<file path="src/rtl/parser_rule_cfg_ctrl.sv">
// Configuration sequencer: serialises host register reads/writes onto the rule
// ports of LAYER_NUM parser layers, with read timeout and a single response per request.
module parser_rule_cfg_ctrl #(
   parameter int LAYER_NUM = 4,
   parameter int TIMEOUT   = 16
) (
   input  logic                    i_clk,
   input  logic                    i_rst_n,
   input  logic                    i_req_valid,
   output logic                    o_req_ready,
   input  logic                    i_req_we,
   input  logic [31:0]             i_req_addr,
   input  logic [31:0]             i_req_wdata,
   output logic                    o_resp_valid,
   input  logic                    i_resp_ready,
   output logic [31:0]             o_resp_rdata,
   output logic                    o_resp_err,
   output logic [LAYER_NUM-1:0]    o_rule_wren,
   output logic [LAYER_NUM-1:0]    o_rule_rden,
   output logic [31:0]             o_rule_addr,
   output logic [31:0]             o_rule_wdata,
   input  logic [LAYER_NUM-1:0]    i_rule_rdata_valid,
   input  logic [LAYER_NUM*32-1:0] i_rule_rdata,
   output logic [15:0]             o_err_cnt
);

   typedef enum logic [1:0] {IDLE, ISSUE, WAIT_RD, RESP} state_t;

   localparam int               CNT_W        = (TIMEOUT > 2) ? $clog2(TIMEOUT) : 1;
   localparam logic [CNT_W-1:0] CNT_LAST     = CNT_W'(TIMEOUT - 2);
   localparam logic [3:0]       LAYER_NUM_ID = 4'(LAYER_NUM);
   localparam logic [3:0]       BCAST_ID     = 4'hF;

   state_t                 state_q, state_d;
   logic                   we_q, we_d;
   logic [3:0]             id_q, id_d;
   logic [CNT_W-1:0]       cnt_q, cnt_d;
   logic                   req_ready_d, resp_valid_d, resp_err_d;
   logic [31:0]            resp_rdata_d, rule_addr_d, rule_wdata_d;
   logic [LAYER_NUM-1:0]   rule_wren_d, rule_rden_d;
   logic [15:0]            err_cnt_d;

   logic [3:0]             req_id;
   logic                   req_bcast, req_bad;
   logic [LAYER_NUM-1:0]   req_mask;
   logic                   sel_valid;
   logic [31:0]            sel_rdata;

   // Request decode, and read-data select restricted to the registered target layer.
   // NOTE: every variable written in always_comb gets a default first, so no latch is inferred.
   always_comb begin
      req_id    = i_req_addr[31:28];
      req_bcast = (req_id == BCAST_ID);
      req_bad   = req_bcast ? !i_req_we : (req_id >= LAYER_NUM_ID);
      req_mask  = '0;
      sel_valid = 1'b0;
      sel_rdata = '0;
      for (int k = 0; k < LAYER_NUM; k++) begin
         req_mask[k] = req_bcast || (req_id == 4'(k));
         if (id_q == 4'(k)) begin
            sel_valid = i_rule_rdata_valid[k];
            sel_rdata = i_rule_rdata[k*32 +: 32];
         end
      end
   end

   always_comb begin
      state_d      = state_q;
      we_d         = we_q;
      id_d         = id_q;
      cnt_d        = cnt_q;
      resp_valid_d = o_resp_valid;
      resp_rdata_d = o_resp_rdata;
      resp_err_d   = o_resp_err;
      rule_addr_d  = o_rule_addr;
      rule_wdata_d = o_rule_wdata;
      rule_wren_d  = '0;
      rule_rden_d  = '0;
      err_cnt_d    = o_err_cnt;

      case (state_q)
         IDLE: begin
            if (i_req_valid && o_req_ready) begin
               we_d = i_req_we;
               id_d = req_id;
               if (req_bad) begin
                  state_d      = RESP;
                  resp_valid_d = 1'b1;
                  resp_err_d   = 1'b1;
                  resp_rdata_d = '0;
               end else begin
                  state_d      = ISSUE;
                  rule_addr_d  = {4'b0, i_req_addr[27:0]};
                  rule_wdata_d = i_req_wdata;
                  if (i_req_we) rule_wren_d = req_mask;
                  else          rule_rden_d = req_mask;
               end
            end
         end
         ISSUE: begin
            if (we_q || sel_valid) begin
               state_d      = RESP;
               resp_valid_d = 1'b1;
               resp_err_d   = 1'b0;
               resp_rdata_d = we_q ? 32'h0 : sel_rdata;
            end else begin
               state_d = WAIT_RD;
               cnt_d   = '0;
            end
         end
         WAIT_RD: begin
            // Valid in the expiry cycle takes priority over the timeout.
            if (sel_valid) begin
               state_d      = RESP;
               resp_valid_d = 1'b1;
               resp_err_d   = 1'b0;
               resp_rdata_d = sel_rdata;
            end else if (cnt_q == CNT_LAST) begin
               state_d      = RESP;
               resp_valid_d = 1'b1;
               resp_err_d   = 1'b1;
               resp_rdata_d = '0;
            end else begin
               cnt_d = cnt_q + 1'b1;
            end
         end
         RESP: begin
            if (i_resp_ready) begin
               state_d      = IDLE;
               resp_valid_d = 1'b0;
               resp_err_d   = 1'b0;
               resp_rdata_d = '0;
               if (o_resp_err && (o_err_cnt != 16'hFFFF)) err_cnt_d = o_err_cnt + 16'd1;
            end
         end
         default: state_d = IDLE;
      endcase

      req_ready_d = (state_d == IDLE);
   end

   // NOTE: sequential state uses non-blocking assignments so every register samples pre-edge values.
   always_ff @(posedge i_clk or negedge i_rst_n) begin
      if (!i_rst_n) begin
         state_q      <= IDLE;
         we_q         <= 1'b0;
         id_q         <= '0;
         cnt_q        <= '0;
         o_req_ready  <= 1'b1;
         o_resp_valid <= 1'b0;
         o_resp_rdata <= '0;
         o_resp_err   <= 1'b0;
         o_rule_wren  <= '0;
         o_rule_rden  <= '0;
         o_rule_addr  <= '0;
         o_rule_wdata <= '0;
         o_err_cnt    <= '0;
      end else begin
         state_q      <= state_d;
         we_q         <= we_d;
         id_q         <= id_d;
         cnt_q        <= cnt_d;
         o_req_ready  <= req_ready_d;
         o_resp_valid <= resp_valid_d;
         o_resp_rdata <= resp_rdata_d;
         o_resp_err   <= resp_err_d;
         o_rule_wren  <= rule_wren_d;
         o_rule_rden  <= rule_rden_d;
         o_rule_addr  <= rule_addr_d;
         o_rule_wdata <= rule_wdata_d;
         o_err_cnt    <= err_cnt_d;
      end
   end

endmodule

</file>
<file path="config.mk">
export PLATFORM = sky130hd
export DESIGN_NAME = parser_rule_cfg_ctrl
export DESIGN_NICKNAME = d
export VERILOG_FILES = /design/src/rtl/parser_rule_cfg_ctrl.sv
export SDC_FILE = /design/constraint.sdc
export NUM_CORES = 1
export LEC_CHECK = 0
export CAP_MARGIN = 20
export CORE_MARGIN = 3
export CORE_UTILIZATION = 44
export DETAILED_ROUTE_END_ITERATION = 16
export GPL_TIMING_DRIVEN = 0
export PLACE_DENSITY = 0.9
export SLEW_MARGIN = 10
export SYNTH_ARGS = -nofsm -noshare
export SYNTH_HDL_FRONTEND = slang
export SYNTH_SLANG_ARGS = --single-unit
</file>
<file path="constraint.sdc">
create_clock -name i_clk -period 6.1 [get_ports i_clk]
set_clock_uncertainty 0.1 [all_clocks]
set_input_delay 1.22 -clock i_clk [delete_from_list [all_inputs] [get_ports i_clk]]
set_output_delay 1.22 -clock i_clk [all_outputs]
set_load 0.005 [all_outputs]
</file>
==> results.cfg, run 1 <==
[finish]
multi_input_area_um2 = 3060
seqCellArea_um2 = 3250
layout_commonest_cell = clkdlybuf4s50_1
layout_common_cells = 318 x clkdlybuf4s50_1, 129 x dfrtp_1, 69 x mux2_2
final_nets = 1081
fill_cells = 1012
final_design_area_no_fill_um2 = 10700
final_cells = 1071
layout-drive-gt1-share = 0.176
area_growth_pct = 62.8

[pwr]
leakage_nw = 4.60
ir_drop_mv = 0.249
power_density_nw_per_um2 = 408

[timing]
setup_viol = 0
drv_slew = 0
slew_headroom = 0.474
rsz0062_at_grt = false
post-route-period-util = 0.565
timing.final.ws_setup_ns = 2.66
fin_crit_ns = 3.44
whs_ns = 0.400
fmax_mhz = 290
worst_pin_slew_ns = 0.789
hold_viol = 0

[setup_path]
cp.arrival_ns = 3.64
critPathLaunchType = input port
setup.worst_path.class = in2reg
rr_worst_depth = 7
end_kind = register
crit_fanout = 10
critPathRequiredTime_ns = 6.29

[floorplanning]
die_w_um = 128
core_um2 = 14600
die_h_um = 128
io_pins = 324
initial_utilization = 0.450
die_area_um2 = 16400
rows = 44

[placed_design]
dp.cells = 1038
dp_slack_ns = 2.28
portBuffers = 319
dp_hpwl_um = 16700
placed_cell_area_um2 = 10000
gp_congestion = 0.835

[outcome]
status = finished, final reports clean

[synthesis]
synth-main-ff-cell = dfrtp_1
syn_area_per_cell_um2 = 12.4
postSynth.asyncResetShare = 1.00
synthesis.area_um2 = 6570
ys_types = 48
ys_seq_area_frac = 0.495
synth_edf_count = 0
synth_seq_cells = 130
yosys_warnings = 0
netlist_instances = 531

[grt]
grt_first_pass_wirelength_um = 33900
met2_usage = 0.459
grt_pass1_vias = 6028
overflow = 0
met1_usage = 0.317
met3_usage = 0.0892
grt_busiest_layer = met2
grt_max_degree = 75
antenna_found_initial = 1
gr-usage-all-layers = 0.268

[clock_network]
cts_max_level = 4
hold_buffers = 0
cts_setup_buffers = 0
cts-buffers-inserted = 17
clockBufferDepth = 2
clock_latency_ns = 0.41
cts.sinks = 130
clkTransAtPathRegs_ns = 0.06
cts_resized = 0
root_buffer = clkbuf_16
cts_tree = built

[routing]
firstDrtPassIters = 4
routed_wl_um = 22000
wl_per_cell_um = 20.6
vias_per_cell = 5.33
drt-initial-drc-count = 247
ant_nets = 0
dr_total_vias = 5710
drc = 0

[run]
maxCapViolations = 0

[hold_path]
min_path_cells = 1
hp-class = reg2reg
kinds of logic (layout without fill, tap and decap cells):
logic type      count (synthesis)  count (layout)  share of synthesized area
other cells                     1               5                   0.000571
flops                         130             130                      0.495
simple gates                  103             103                     0.0874
xor+xnor                       13              13                     0.0173
buf+inv                        48             400                     0.0409
mux                           132             132                      0.236
compound gates                 97              97                      0.109
fa+ha+maj                       7               7                     0.0133
report_power, final:
group | total [mW] | leakage [nW] | switching, mW | internal (mW)
clock network | 1.13 | 0.314 | 0.397 | 0.730
logic | 1.95 | 2.55 | 0.859 | 1.09
registers | 1.28 | 1.74 | 0.163 | 1.12
total | 4.36 | 4.60 | 1.42 | 2.94
worst paths after layout:
check                      slack (ns)                           end                      start
min reg2reg                      0.40     o_err_cnt[15]$_DFFE_PN0P_  o_err_cnt[15]$_DFFE_PN0P_
max                              2.66   o_rule_addr[16]$_DFFE_PN0P_             i_req_addr[31]
min in group asynchronous        0.65   o_rule_wdata[6]$_DFFE_PN0P_                    i_rst_n
max reg2reg                      3.44  o_resp_rdata[23]$_DFFE_PN0P_        id_q[0]$_DFFE_PN0P_
min                              0.40     o_err_cnt[15]$_DFFE_PN0P_  o_err_cnt[15]$_DFFE_PN0P_
max in group asynchronous        4.45         o_req_ready$_DFF_PN1_                    i_rst_n
area by class of cell:
class | instances | area share
Antenna cell | 1 | 0.000234
Buffer | 39 | 0.0220
Clock buffer | 17 | 0.0398
Clock inverter | 15 | 0.0216
Inverter | 9 | 0.00316
Multi-Input combinational cell | 356 | 0.286
Sequential cell | 130 | 0.304
Tap cell | 184 | 0.0215
Timing Repair Buffer | 320 | 0.301
metrics by stage:
stage	utilization	setup TNS (ns)	total power, mW
final	0.733	0	4.36
after global routing	0.733	0	4.59
after floorplan	-	0	2.34
after detailed placement	0.688	0	3.23
after CTS	0.733	0	4.39
after global placement	0.686	-189.79	3.16
registers in the layout (all words and copies together) (netlist names):
register	cells
o_resp_err	1
o_rule_rden	4
o_rule_wren	4
cnt_q	4
o_rule_addr	28
state_q	2
o_req_ready	1
we_q	1
o_rule_wdata	32
o_err_cnt	16
id_q	4
o_resp_valid	1
o_resp_rdata	32
cell usage after synthesis, types with 3 or more instances:
cell type,count,share of area
and4_1,3,0.0040
mux2i_1,34,0.052
buf_2,8,0.0061
nand2_1,18,0.010
nand4_1,6,0.0057
mux2_4,29,0.066
inv_1,9,0.0051
a31oi_1,4,0.0038
nand2b_1,3,0.0029
o21ai_0,9,0.0069
and3_1,5,0.0048
nor2_1,12,0.0069
mux2_2,69,0.12
nor2b_1,35,0.033
buf_12,3,0.0091
dfrtp_1,129,0.49
o31ai_1,3,0.0034
buf_1,3,0.0017
ha_1,7,0.013
xnor2_1,10,0.013
nand3_1,8,0.0061
a211oi_1,67,0.077
buf_4,4,0.0046
and2_1,3,0.0029
xor2_1,3,0.0040
clkbuf_1,19,0.011
critical path, cell delays in order:
cell and delay (ns):
clkdlybuf4s50_1 0.61, nand4_1 0.16, o21ai_0 0.32, nor2b_1 0.18, clkbuf_1 0.37, buf_2 0.39, mux2_2 0.38
metal layers:
layer  vias up  wire (µm)
met5         -          0
met4         0        626
met3        43       1670
met2       228      11300
met1      2815       8440
li1       2624          -
No activity file was read; power rests on OpenSTA's default activity.
==> inputs of run 2 (changes only) <==
Settings changed: CORE_UTILIZATION 44 to 37, PLACE_DENSITY 0.9 to 0.81.
Clock period 6.1 ns to 3 ns, I/O delays scaled along.
==> run 2 against run 1 <==
Against the previous run: combinational power increased by 100%; clock power increased by 72%; first-iteration DRC count decreased by 17%; die area increased by 18%; sequential share of layout area increased by 0.15 points; core utilization decreased by 12 points; final cell count increased by 3.7%; flip-flop and latch count unchanged; wire length decreased by 10%; design area decreased by 0.48%; register-to-register slack got worse by 3.2 ns.
==> results.cfg, run 2 (same netlist as run 1, synthesis figures left out) <==
[setup_path]
end_kind = register
worstPathBufferInverterCount = 2
critPathLaunchType = register
cp.arrival_ns = 2.96
critPathRequiredTime_ns = 3.20
path_cells = buf_2 > mux2i_1 > o22ai_1 > a41oi_1 > clkbuf_1 > a211oi_1 > mux2_4
slowest_stage = clkbuf_1
max_stage_delay_ns = 0.52
r2r_start = id_q[0]$_DFFE_PN0P_
critPathTopFamily = buffers and inverters
crit_fanout = 10
critPathLaunch = id_q[0]$_DFFE_PN0P_
setup.worst_path.class = reg2reg

[routing]
firstDrtPassIters = 4
routed_wl_um = 19700
drc = 0
dr_total_vias = 5529
vias_per_cell = 4.98
drt-initial-drc-count = 206
ant_nets = 0
wl_per_cell_um = 17.8

[grt]
grt_max_degree = 70
grt_first_pass_wirelength_um = 31500
overflow = 0
gr-usage-all-layers = 0.205
grt_pass1_vias = 5770
antenna_found_initial = 0

[clock_network]
clock_latency_ns = 0.41
hold_buffers = 0
cts_resized = 0
cts_setup_buffers = 0
clkTransAtPathRegs_ns = 0.06
cts_max_level = 4
clockBufferDepth = 2
cts.sinks = 130
cts_tree = built
cts-buffers-inserted = 17
root_buffer = clkbuf_16

[placed_design]
dp_hpwl_um = 15700
gp_congestion = 0.857
portBuffers = 319

[finish]
area_growth_pct = 62.0
layout_common_cells = 318 x clkdlybuf4s50_1, 129 x dfrtp_1, 69 x mux2_2
antenna_cells = 0
fill_cells = 1404
final_nets = 1081
reg.largest.list = o_resp_rdata: 32 flops, o_rule_wdata: 32 flops, o_rule_addr: 28 flops
layout-drive-gt1-share = 0.173
layout_commonest_cell = clkdlybuf4s50_1

[timing]
setup_viol = 0
worst_pin_slew_ns = 0.819
rsz0062_at_grt = false
slew_headroom = 0.454
hold_viol = 0
fmax_mhz = 363
post-route-period-util = 0.919
drv_slew = 0
setup_tns_ns = 0
whs_ns = 0.0928
fin_crit_ns = 2.76

[run]
maxCapViolations = 0

[pwr]
power_density_nw_per_um2 = 792
p_clk_frac = 0.230
p_comb_frac = 0.463
p_switching_mw = 2.77
seq_power_share = 0.307
ir_drop_mv = 0.492
leakage_nw = 4.55
finalPower_mw = 8.43
switching_share = 0.329
p_int_mw = 5.66

[floorplanning]
die_w_um = 139
io_pins = 324
core_um2 = 17400
rows = 48
die_h_um = 139
initial_utilization = 0.379
die_area_um2 = 19400

[hold_path]
hp-class = in2async

[outcome]
status = finished, final reports clean
## run 2: cell count changes in the layout (fill, tap and decap cells not counted)
cell,previous run,this run
bufinv_16,5,1
clkbuf_1,19,22
clkbuf_8,0,1
clkinv_2,1,2
clkinv_4,5,4
clkinvlp_4,2,3
diode_2,1,0
inv_6,2,1
## run 2: worst register-to-register path, stage by stage (launching register included)
cell and delay [ns]:
dfrtp_1 0.32, buf_2 0.28, mux2i_1 0.37, o22ai_1 0.20, a41oi_1 0.48, clkbuf_1 0.52, a211oi_1 0.11, mux2_4 0.29
## run 2: layout make-up
cell class                      instances  area (µm²)  share of cell area
Buffer                                 39         235              0.0221
Clock buffer                           21         450              0.0423
Clock inverter                         11         106             0.00999
Inverter                                9        33.8             0.00317
Multi-Input combinational cell        356        3060               0.287
Sequential cell                       130        3250               0.306
Tap cell                              225         282              0.0265
Timing Repair Buffer                  320        3220               0.303
## run 2: power by group through the flow
stage / logic (mW) / clock network, mW / registers (mW)
after floorplan: 2.15 / 0 / 2.61
after global routing: 4.21 / 2.07 / 2.67
final: 3.90 / 1.94 / 2.58
after global placement: 3.86 / 0 / 2.58
after detailed placement: 3.93 / 0 / 2.61
after CTS: 3.94 / 1.99 / 2.59
## run 2: final timing paths
| kind | endpoint | slack (ns) | cells after the start |
|---|---|---|---|
| hold reg to reg | o_err_cnt[4]$_DFFE_PN0P_ | 0.39 | 1 |
| setup reg to reg | o_resp_rdata[4]$_DFFE_PN0P_ | 0.24 | 7 |
| max in group asynchronous | o_err_cnt[1]$_DFFE_PN0P_ | 1.96 | 2 |
| min in group i_clk | o_err_cnt[4]$_DFFE_PN0P_ | 0.39 | 1 |
| hold / removal | o_rule_addr[27]$_DFFE_PN0P_ | 0.09 | 1 |
| setup / recovery | o_resp_rdata[4]$_DFFE_PN0P_ | 0.24 | 7 |
## run 2: metal layers
metal | vias up | track usage | part of all wire
met3 | 28 | 0.0485 | 0.057
li1 | 2626 | - | -
met2 | 211 | 0.355 | 0.52
met4 | 0 | 0.0669 | 0.019
met5 | - | 0 | 0
met1 | 2664 | 0.252 | 0.41
## run 2: per-stage QoR
stage	cell area [µm²]	util	setup slack, ns	cells
after floorplan	6580	-	0.687	534
after global placement	10100	0.579	-3.96	1078
after detailed placement	10100	0.581	-0.190	1079
after CTS	10600	0.613	0.235	1111
after global routing	10600	0.613	0.0727	1111
final	10600	0.613	0.244	1111
